### config.mk
export PLATFORM = sky130hd
export DESIGN_NAME = nms_stream
export DESIGN_NICKNAME = d
export VERILOG_FILES = /design/src/rtl/nms_stream.sv
export SDC_FILE = /design/constraint.sdc
export NUM_CORES = 1
export LEC_CHECK = 0
export BUFFER_PORTS_ARGS = -buffer_cell sky130_fd_sc_hd__buf_2
export CAP_MARGIN = 20
export CORE_MARGIN = 1.5
export CORE_UTILIZATION = 40
export DETAILED_ROUTE_END_ITERATION = 8
export PLACE_DENSITY_LB_ADDON = 0.05
export SLEW_MARGIN = 40
export SYNTH_ARGS = -nofsm -noshare
export SYNTH_HDL_FRONTEND = slang
export SYNTH_SLANG_ARGS = --single-unit
### constraint.sdc
create_clock -name i_clk -period 3.25 [get_ports i_clk]
set_clock_uncertainty 0.15 [all_clocks]
set_input_delay 0.325 -clock i_clk [delete_from_list [all_inputs] [get_ports i_clk]]
set_output_delay 0.325 -clock i_clk [all_outputs]
set_load 0.05 [all_outputs]
### src/rtl/nms_stream.sv
// Streaming Canny non-maximum suppression: one 3x3 magnitude window per beat, two-stage
// pipeline with full backpressure, border zeroing and per-frame edge statistics.
module nms_stream #(
    parameter int NBIT_INPUT  = 12,
    parameter int IMG_WIDTH   = 640,
    parameter int IMG_HEIGHT  = 480,
    parameter bit BORDER_ZERO = 1'b1,
    parameter int CNT_W       = 20
) (
    input  logic                    i_clk,
    input  logic                    i_rst,
    input  logic                    i_valid,
    output logic                    o_ready,
    input  logic [9*NBIT_INPUT-1:0] i_kernel,
    input  logic [1:0]              i_direction,
    input  logic                    i_sof,
    input  logic                    i_strict,
    input  logic [NBIT_INPUT-1:0]   i_low_thr,
    output logic                    o_valid,
    input  logic                    i_ready,
    output logic [NBIT_INPUT-1:0]   o_mag,
    output logic                    o_frame_done,
    output logic [CNT_W-1:0]        o_edge_count
);

    localparam int N     = NBIT_INPUT;
    localparam int COL_W = $clog2(IMG_WIDTH);
    localparam int ROW_W = $clog2(IMG_HEIGHT);
    localparam logic [COL_W-1:0] COL_LAST = COL_W'(IMG_WIDTH - 1);
    localparam logic [ROW_W-1:0] ROW_LAST = ROW_W'(IMG_HEIGHT - 1);
    localparam logic [CNT_W-1:0] CNT_MAX  = '1;

    logic             en, accept, out_hs;
    logic [COL_W-1:0] col_q, col_d, pos_col;
    logic [ROW_W-1:0] row_q, row_d, pos_row;
    logic [N-1:0]     c_val, n0, n1;
    logic             cmp0, cmp1, thr_ok, border, last_px;

    logic             s1_valid_q, s1_thr_ok_q, s1_border_q, s1_last_q, s1_sof_q;
    logic [1:0]       s1_cmp_q;
    logic [N-1:0]     s1_c_q;
    logic             s1_keep;

    logic             valid_q, s2_last_q, s2_sof_q, frame_done_q;
    logic [N-1:0]     mag_q;
    logic [CNT_W-1:0] run_q, run_d, edge_q;
    logic             nz;

    // Handshake: a beat moves on either side only when valid and ready are both high at the
    // rising edge; both stages advance together on en, and o_ready never looks at i_valid.
    assign en      = !valid_q || i_ready;
    assign o_ready = en && !i_rst;
    assign accept  = i_valid && o_ready;
    assign out_hs  = valid_q && i_ready;

    assign c_val = i_kernel[4*N +: N];

    always_comb begin
        n0 = i_kernel[3*N +: N];
        n1 = i_kernel[5*N +: N];
        case (i_direction)
            2'b00: begin n0 = i_kernel[3*N +: N]; n1 = i_kernel[5*N +: N]; end
            2'b01: begin n0 = i_kernel[2*N +: N]; n1 = i_kernel[6*N +: N]; end
            2'b10: begin n0 = i_kernel[1*N +: N]; n1 = i_kernel[7*N +: N]; end
            default: begin n0 = i_kernel[0*N +: N]; n1 = i_kernel[8*N +: N]; end
        endcase
    end

    assign cmp0   = i_strict ? (c_val > n0) : (c_val >= n0);
    assign cmp1   = i_strict ? (c_val > n1) : (c_val >= n1);
    assign thr_ok = (c_val >= i_low_thr);

    // A sof beat is pixel (0,0) no matter where the counters were.
    always_comb begin
        pos_col = i_sof ? '0 : col_q;
        pos_row = i_sof ? '0 : row_q;
        if (pos_col == COL_LAST) begin
            col_d = '0;
            row_d = (pos_row == ROW_LAST) ? '0 : pos_row + 1'b1;
        end else begin
            col_d = pos_col + 1'b1;
            row_d = pos_row;
        end
    end

    assign border  = BORDER_ZERO && (pos_col == '0 || pos_col == COL_LAST ||
                                     pos_row == '0 || pos_row == ROW_LAST);
    assign last_px = (pos_col == COL_LAST) && (pos_row == ROW_LAST);

    assign s1_keep = s1_valid_q && (&s1_cmp_q) && s1_thr_ok_q && !s1_border_q;

    assign nz    = |mag_q;
    assign run_d = s2_sof_q ? CNT_W'(nz) :
                   (nz && run_q != CNT_MAX) ? run_q + 1'b1 : run_q;

    always_ff @(posedge i_clk) begin
        if (i_rst) begin
            col_q        <= '0;
            row_q        <= '0;
            s1_valid_q   <= 1'b0;
            s1_cmp_q     <= '0;
            s1_thr_ok_q  <= 1'b0;
            s1_border_q  <= 1'b0;
            s1_last_q    <= 1'b0;
            s1_sof_q     <= 1'b0;
            s1_c_q       <= '0;
            valid_q      <= 1'b0;
            mag_q        <= '0;
            s2_last_q    <= 1'b0;
            s2_sof_q     <= 1'b0;
            frame_done_q <= 1'b0;
            run_q        <= '0;
            edge_q       <= '0;
        end else begin
            if (accept) begin
                col_q <= col_d;
                row_q <= row_d;
            end
            if (en) begin
                s1_valid_q  <= accept;
                s1_cmp_q    <= {cmp1, cmp0};
                s1_thr_ok_q <= thr_ok;
                s1_border_q <= border;
                s1_last_q   <= last_px;
                s1_sof_q    <= i_sof;
                s1_c_q      <= c_val;
                valid_q     <= s1_valid_q;
                mag_q       <= s1_keep ? s1_c_q : '0;
                s2_last_q   <= s1_valid_q && s1_last_q;
                s2_sof_q    <= s1_valid_q && s1_sof_q;
            end
            // Statistics move only on output handshakes so stalls never double count.
            frame_done_q <= out_hs && s2_last_q;
            if (out_hs) begin
                run_q <= run_d;
                if (s2_last_q) edge_q <= run_d;
            end
        end
    end

    assign o_valid      = valid_q;
    assign o_mag        = mag_q;
    assign o_frame_done = frame_done_q;
    assign o_edge_count = edge_q;

endmodule
==> results of run 1 <==
## state kept, by name, summed over array words and instances (netlist names)
name,count
s1_cmp_q,2
s1_last_q,1
o_valid,1
o_frame_done,1
o_edge_count,20
s2_sof_q,1
s1_border_q,1
s1_valid_q,1
run_q,20
s1_sof_q,1
o_mag,12
row_q,9
s1_c_q,12
s2_last_q,1
col_q,10
s1_thr_ok_q,1
## kinds of logic (layout without fill, tap and decap cells)
family	Yosys count	in the layout	synth area share, %
DFF	94	94	30.3
buffers and inverters	95	243	6.10
and+or+nand+nor	274	274	25.7
xor gates and xnor gates	16	16	2.25
adders and majority gates	41	41	8.25
muxes	27	27	9.17
AOI/OAI and AO/OA	175	175	18.3
## layout make-up
cell class                      instances  area, um2  share of cell area (%)
Clock buffer                            9        225                    3.00
Tap cell                              188        235                    3.13
Multi-Input combinational cell        533       3960                    52.7
Sequential cell                        94       1880                    25.0
Clock inverter                          7        103                    1.36
Inverter                               50        188                    2.50
Timing Repair Buffer                  177        923                    12.3
## stage by stage
step	hold slack [ps]	cells	util, %
5_1_grt	103	1058	49.4
3_3_place_gp	283	1042	47.3
2_1_floorplan	277	722	-
6_report	84.2	1058	49.4
3_5_place_dp	285	1042	47.3
4_1_cts	77.4	1058	49.4
## power by group
| group | internal (mW) | total, mW | switching (mW) |
|---|---|---|---|
| logic | 0.205 | 0.418 | 0.213 |
| clock network | 0.686 | 1.18 | 0.497 |
| registers | 1.17 | 1.20 | 0.0219 |
| total | 2.07 | 2.80 | 0.732 |
## how the worst max path moves through the flow
stage,from,to,slack [ps]
floorplan,i_direction[0],s1_cmp_q[0],290
global placement,i_direction[0],s1_cmp_q[0],580
detailed placement,i_direction[0],s1_cmp_q[0],500
CTS,run_q[0],run_q[16],670
global route,run_q[0],run_q[16],440
finish,run_q[0],run_q[16],660
## per-layer routing
metal | wire length (um) | up-vias
li1 | - | 2954
met1 | 7780 | 2838
met2 | 8410 | 168
met3 | 832 | 21
met4 | 327 | 0
met5 | 0 | -
## synth_stat cells, types with 11 or more instances
| cell | count |
|---|---|
| a21oi_1 | 46 |
| nand4_1 | 13 |
| nor2_1 | 28 |
| o21ai_0 | 34 |
| mux4_2 | 24 |
| dfxtp_1 | 94 |
| nand2_1 | 84 |
| o21ai_1 | 17 |
| clkbuf_1 | 29 |
| ha_1 | 41 |
| a31oi_1 | 11 |
| nor3_1 | 14 |
| a21o_1 | 13 |
| nand3_1 | 30 |
| a22o_1 | 13 |
| inv_1 | 50 |
| nor4_1 | 13 |
## layout by cell type (no fill, tap or decap), types with 9 or more instances in the layout
master / synthesis / routed
a21oi_1: 46 / 46
or3_1: 10 / 10
nand4_1: 13 / 13
buf_4: 1 / 15
o21ai_0: 34 / 34
nand2b_1: 10 / 10
nand3b_1: 9 / 9
a21o_1: 13 / 13
mux4_2: 24 / 24
xnor2_1: 10 / 10
buf_2: 9 / 162
nand3_1: 30 / 30
ha_1: 41 / 41
nor2_1: 28 / 27
dfxtp_1: 94 / 94
a31oi_1: 11 / 11
nor4_1: 13 / 13
clkbuf_16: 0 / 9
or4_1: 10 / 10
a22o_1: 13 / 13
nor3_1: 14 / 14
o21ai_1: 17 / 17
inv_1: 50 / 50
nand2_1: 84 / 84
## critical path: cells and delay by family, from the launching register on
kind	cells	cell delay (ps)
AO/OA/AOI/OAI	2	360
adder cells (fa/ha/maj)	1	300
AND/OR/NAND/NOR	3	1190
flip-flops	1	490
==> reports/metrics.yaml, run 1 <==
hold_end: "s1_c_q[0]"
htreeDepth: 3
synthCells: 722
die_w_um: 128
wl_per_cell_um: 16.4
synth_area_leader_cell: "dfxtp_1"
die_area_um2: 16300
critPathLaunchType: "flip-flop"
top_usage_layer: "met2"
grt_max_degree: 27
path_clk_slew_ps: 70
synth_top_area_share_pct: 30.3
grt_usage_pct: 21.9
cts_buffer_depth: 2
overflow: 0
cts_buffers: 9
cp_slowest_cell: "or3_1"
ys_async_sr_fraction_pct: 0
seq_area_frac_synth_pct: 30.3
grt_pass1_wl_um: 28400
clock_sinks: 94
post-route-period-util_pct: 79.8
drc_errors: 0
syn-num-nets: 891
powerDensity_nw_per_um2: 372
cts_setup_buffers: 0
synth_edf_count: 0
drv_slew: 0
cts_tree: "yes"
tightest_slew_ps: 781
cp-end-kind: "flip-flop"
grt_util_met2_pct: 37.6
hpwl_um: 13300
n_fill_cell: 1496
cts_resized: 0
vias_per_cell: 5.65
antenna_found_initial: 0
maxCapViolCount: 0
yosys_warnings: 0
outcome: "finished clean"
min_path_cells: 3
syn_area_um2: 6220
ios: 163
synth_cell_types: 75
grt.met3_usage_pct: 3.71
slew_headroom_pct: 47.9
fin_ws_ps: 657
die_h_um: 128
min_from: "i_kernel[48]"
synthTopCellsByArea: "dfxtp_1 (30%), mux4_2 (8.7%), ha_1 (8.2%)"
gp_congestion: 0.851
r2r-start: "run_q[0]"
drive_above_1_share_pct: 28.0
final_cell_area_um2: 7520
ff2ff_path_depth: 6
rsz0062_at_grt: "no"
diodes: 0
layout_min_cycle_time_ps: 2590
wl_um: 17300
postSynthAreaPerCell_um2: 8.61
r2r_setup_slack_ps: 660
placed_area_um2: 7190
insertion_delay_ps: 360
dpl_worst_slack_ps: 499
worst-path-max-fanout: 9
core_um2: 15200
crit_required_ps: 3350
power.leakage_nw: 3.32
synth_top_flop_cell: "dfxtp_1"
final_antenna_net_count: 0
p_total_mw: 2.80
hold_violations: 0
r2r_end: "run_q[16]"
placementRows: 45
ys_ff_latch: 94
grt_pass1_vias: 5828
max_stage_delay_ps: 600
crit_arrival_ps: 2690
hold_class: "input pin to flip-flop"
fmax_mhz: 386
root_buffer: "clkbuf_16"
layout.nets: 1034
met1_usage_pct: 27.9
area.growth.synth_to_final_pct: 20.9
critPathKind: "flip-flop to flip-flop"
crit_chain: "ha_1 -> nand3_2 -> or3_1 -> nor4_4 -> o21ai_0 -> a22o_1"
ir_drop_mv: 0.258
ctsHoldBuffers: 0
setup_viol: 0
first_iter_violations: 472
tns_ps: 0
drt_pass1_iterations: 5
port_buffers: 162
initial_core_util_pct: 40.9
vias: 5981
(Power assumes the default switching activity.)
==> run 2, diff against run 1 <==
==> constraint.sdc (replaced) <==
create_clock -name i_clk -period 2.2 [get_ports i_clk]
set_clock_uncertainty 0.15 [all_clocks]
set_input_delay 0.22 -clock i_clk [delete_from_list [all_inputs] [get_ports i_clk]]
set_output_delay 0.22 -clock i_clk [all_outputs]
set_load 0.05 [all_outputs]
==> reports/metrics.yaml, run 2 (synthesis gave the netlist of run 1 again) <==
worst-path-max-fanout: 3
tns_ps: 0
final_util_pct: 52.3
power.leakage_nw: 3.57
hold_end: "s1_c_q[11]"
seqPwrFrac_pct: 43.7
die_w_um: 128
wl_per_cell_um: 16.3
overflow: 0
grt_pass1_wl_um: 29600
area.growth.synth_to_final_pct: 27.9
layout_commonest_cell: "buf_2"
fmax_mhz: 468
cts_tree: "yes"
drc_errors: 0
final_antenna_net_count: 0
cp-end-kind: "flip-flop"
crit_arrival_ps: 2220
diodes: 0
insertion_delay_ps: 350
critPathKind: "input pin to flip-flop"
final_cells: 1107
cts_buffer_depth: 2
slew_headroom_pct: 67.9
min_path_cells: 3
gp_congestion: 0.906
min_from: "i_kernel[59]"
first_iter_violations: 349
htreeDepth: 3
drive_above_1_share_pct: 34.1
powerDensity_nw_per_um2: 505
placed_area_um2: 7600
clkPwrFrac_pct: 40.0
r2r_end: "o_edge_count[13]"
crit_required_ps: 2280
critPathLaunchType: "input pin"
hold_violations: 0
cts_buffers: 9
grt_pass1_vias: 6169
tightest_slew_ps: 477
layout_min_cycle_time_ps: 2140
r2r_setup_slack_ps: 90
ios: 163
path_clk_slew_ps: 70
placementRows: 45
place_inst: 1088
wl_um: 18000
antenna_found_initial: 0
core_um2: 15200
die_h_um: 128
vias_per_cell: 5.65
ff2ff_path_depth: 6
final_cell_area_um2: 7950
layout.nets: 1083
die_area_um2: 16300
post-route-period-util_pct: 97.1
mostFrequentLayoutCells: "buf_2 (162), nand2_1 (84), dfxtp_1 (78)"
hold_class: "input pin to flip-flop"
drt_pass1_iterations: 5
maxCapViolCount: 0
p_int_mw: 2.94
outcome: "finished clean"
vias: 6254
setup_viol: 0
grt_usage_pct: 22.7
r2r-start: "o_mag[7]"
drv_slew: 0
p_switching_mw: 1.08
combPwrFrac_pct: 16.3
switching_share_pct: 26.8
port_buffers: 162
grt_max_degree: 25
initial_core_util_pct: 40.9
clock_sinks: 94
hpwl_um: 14200
root_buffer: "clkbuf_16"
ir_drop_mv: 0.375
run 2: cell types whose count changed in the layout (fill, tap and decap cells not counted), sizes merged:
| cell | delta |
|---|---|
| bufinv | -1 |
| clkinv | +3 |
| inv | -2 |
| buf | +48 |
| dlygate4sd3 | +1 |
run 2: layout make-up:
cell class / instances / area (um2)
Sequential cell: 94 / 1920
Clock buffer: 9 / 225
Fill cell: 1441 / 7250
Inverter: 50 / 188
Multi-Input combinational cell: 533 / 4000
Tap cell: 188 / 235
Timing Repair Buffer: 226 / 1320
Clock inverter: 7 / 72.6
run 2: power by group through the flow:
stage | clock (mW) | combinational [mW] | sequential [mW]
final | 1.61 | 0.656 | 1.76
after global placement | 0 | 0.630 | 1.79
after CTS | 1.64 | 0.660 | 1.75
after detailed placement | 0 | 0.657 | 1.79
after global routing | 1.70 | 0.733 | 1.76
after floorplan | 0 | 0.394 | 1.79
run 2: critical path, stage by stage:
cell and delay, ps:
buf_2 150, mux4_2 510, inv_1 70, ha_1 240, a21o_1 170, a21o_1 180, a221o_1 330, a211oi_1 260
a21oi_1 100
run 2: worst max path at each step:
stage          slack, ps  cells after the start     endpoint      startpoint
3_3_place_gp        -180                      9  s1_cmp_q[0]  i_direction[0]
5_1_grt               -1                      9     row_q[6]        col_q[0]
6_report              60                      9  s1_cmp_q[0]  i_direction[0]
4_1_cts               20                      9     row_q[7]        col_q[0]
3_5_place_dp        -250                      9  s1_cmp_q[0]  i_direction[0]
2_1_floorplan       -180                     10  s1_cmp_q[0]  i_direction[0]
run 2: per-stage QoR:
step	power, mW	hold slack, ps	setup slack [ps]
floorplan	2.19	210	-181
global placement	2.42	281	-180
detailed placement	2.45	288	-254
CTS	4.05	18.0	23.6
global route	4.19	39.8	-1.09
finish	4.02	29.6	64.6
run 2: routing by layer:
layer / global-route usage, % / wire [um] / vias to the layer above
li1: - / - / 3050
met1: 27.7 / 7780 / 2995
met2: 40.5 / 9060 / 186
met3: 4.26 / 883 / 23
met4: 7.07 / 310 / 0
met5: 0 / 0 / -
run 2: repair_timing:
action / CTS / global route
endpoints found under the setup margin: 0 / 19
buffers inserted: 0 / 2
hold buffers: 1 / 0
resized for setup: 0 / 8
hold endpoints to repair: 1 / 0
==> run 3, diff against run 2 <==
--- a/config.mk
+++ b/config.mk
@@ -7,7 +7,7 @@
 export LEC_CHECK = 0
 export BUFFER_PORTS_ARGS = -buffer_cell sky130_fd_sc_hd__buf_2
 export CAP_MARGIN = 20
-export CORE_MARGIN = 1.5
+export CORE_MARGIN = 3
 export CORE_UTILIZATION = 40
 export DETAILED_ROUTE_END_ITERATION = 8
 export PLACE_DENSITY_LB_ADDON = 0.05
==> reports/metrics.yaml, run 3 (synthesis gave the netlist of run 1 again) <==
outcome: "finished clean"
hold_violations: 0
final_cell_area_um2: 8090
switching_share_pct: 26.5
first_iter_violations: 289
tightest_slew_ps: 561
powerDensity_nw_per_um2: 495
die_h_um: 131
layout_commonest_cell: "buf_2"
crit_required_ps: 2340
p_int_mw: 2.94
hpwl_um: 14300
wl_um: 18300
seqPwrFrac_pct: 43.9
grt_max_degree: 27
wl_per_cell_um: 16.4
critPathKind: "flip-flop to flip-flop"
p_switching_mw: 1.06
cp_top_family: "simple AND/OR/NAND/NOR gates"
vias_per_cell: 5.52
diodes: 0
cp.buffers_inverters: 1
drt_pass1_iterations: 4
cts_tree: "yes"
final_cells: 1111
die_area_um2: 17100
drive_above_1_share_pct: 35.7
clock_sinks: 94
ir_drop_mv: 0.358
n_fill_cell: 1414
cts_buffers: 9
crit_chain: "nor4_1 -> and3_1 -> buf_12 -> or4_4 -> or4_1 -> nand3_1"
r2r_setup_slack_ps: 80
post-route-period-util_pct: 96.4
grt_pass1_wl_um: 30000
clkPwrFrac_pct: 39.7
cp_slowest_cell: "or4_4"
htreeDepth: 3
ios: 163
crit_arrival_ps: 2260
grt_pass1_vias: 6118
critPathLaunchType: "flip-flop"
vias: 6135
core_um2: 14900
combPwrFrac_pct: 16.4
mostFrequentLayoutCells: "buf_2 (161), nand2_1 (84), dfxtp_1 (75)"
regArea_um2: 1930
layout_min_cycle_time_ps: 2120
port_buffers: 162
maxCapViolCount: 0
insertion_delay_ps: 350
max_stage_delay_ps: 560
worst-path-max-fanout: 13
cts_buffer_depth: 2
place_inst: 1088
die_w_um: 131
setup_viol: 0
final_antenna_net_count: 0
layout.nets: 1091
drc_errors: 0
placed_area_um2: 7640
multi_input_area_um2: 4040
placementRows: 44
initial_core_util_pct: 41.8
grt_usage_pct: 22.2
gp_congestion: 0.864
slew_headroom_pct: 62.2
drv_slew: 0
root_buffer: "clkbuf_16"
cp-end-kind: "flip-flop"
overflow: 0
power.leakage_nw: 3.64
area.growth.synth_to_final_pct: 30.0
hold_class: "input pin to flip-flop"
antenna_found_initial: 0
path_clk_slew_ps: 70
fmax_mhz: 472
-- run 3: tightest hold or removal path, stage by stage --
cell	delay [ps]
buf_2	150
nand2_1	70
a21oi_1	50
-- run 3: power by group through the flow --
stage	logic (mW)	registers, mW	clock network [mW]
final	0.657	1.76	1.59
after global routing	0.739	1.76	1.71
after CTS	0.657	1.76	1.63
after detailed placement	0.653	1.80	0
after global placement	0.628	1.80	0
after floorplan	0.394	1.79	0
-- run 3: cell type report --
cell class | instances | share of cell area [%]
multi-input cells | 533 | 49.9
flip-flops and latches | 94 | 23.8
repair buffers | 234 | 17.4
well taps | 184 | 2.85
clock buffers | 9 | 2.78
inverters | 50 | 2.32
clock inverters | 7 | 0.897
-- run 3: per-layer routing --
| metal | routed length (um) | vias up | GRT usage [%] |
|---|---|---|---|
| met3 | 882 | 10 | 3.94 |
| met1 | 8100 | 2892 | 28.5 |
| met5 | 0 | - | 0 |
| met2 | 9160 | 157 | 38.8 |
| met4 | 110 | 0 | 5.26 |
| li1 | - | 3076 | - |
-- run 3: what timing repair did --
item / 4_1_cts / 5_1_grt
pin swaps: 1 / 5
hold endpoints to repair: 1 / 0
setup buffers: 0 / 6
endpoints found under the setup margin: 5 / 20
hold buffers: 1 / 0
resized for setup: 1 / 24
-- run 3: stage by stage --
step	setup slack, ps	hold slack [ps]	TNS, ps	power (mW)	util (%)
after floorplan	-181	210	-195	2.19	-
after global placement	-249	280	-492	2.42	51.4
after detailed placement	-312	286	-693	2.45	51.4
after CTS	15.8	28.9	0	4.04	53.5
after global routing	-37.8	40.1	-65.8	4.21	54.4
final	79.4	38.7	0	4.00	54.4
-- run 3: worst paths after layout --
check / start / endpoint / cells past startpoint
min reg2reg: o_edge_count[16] / o_edge_count[16] / 2
max: o_mag[7] / o_edge_count[13] / 6
max reg2reg: o_mag[7] / o_edge_count[13] / 6
min: i_kernel[59] / s1_c_q[11] / 3
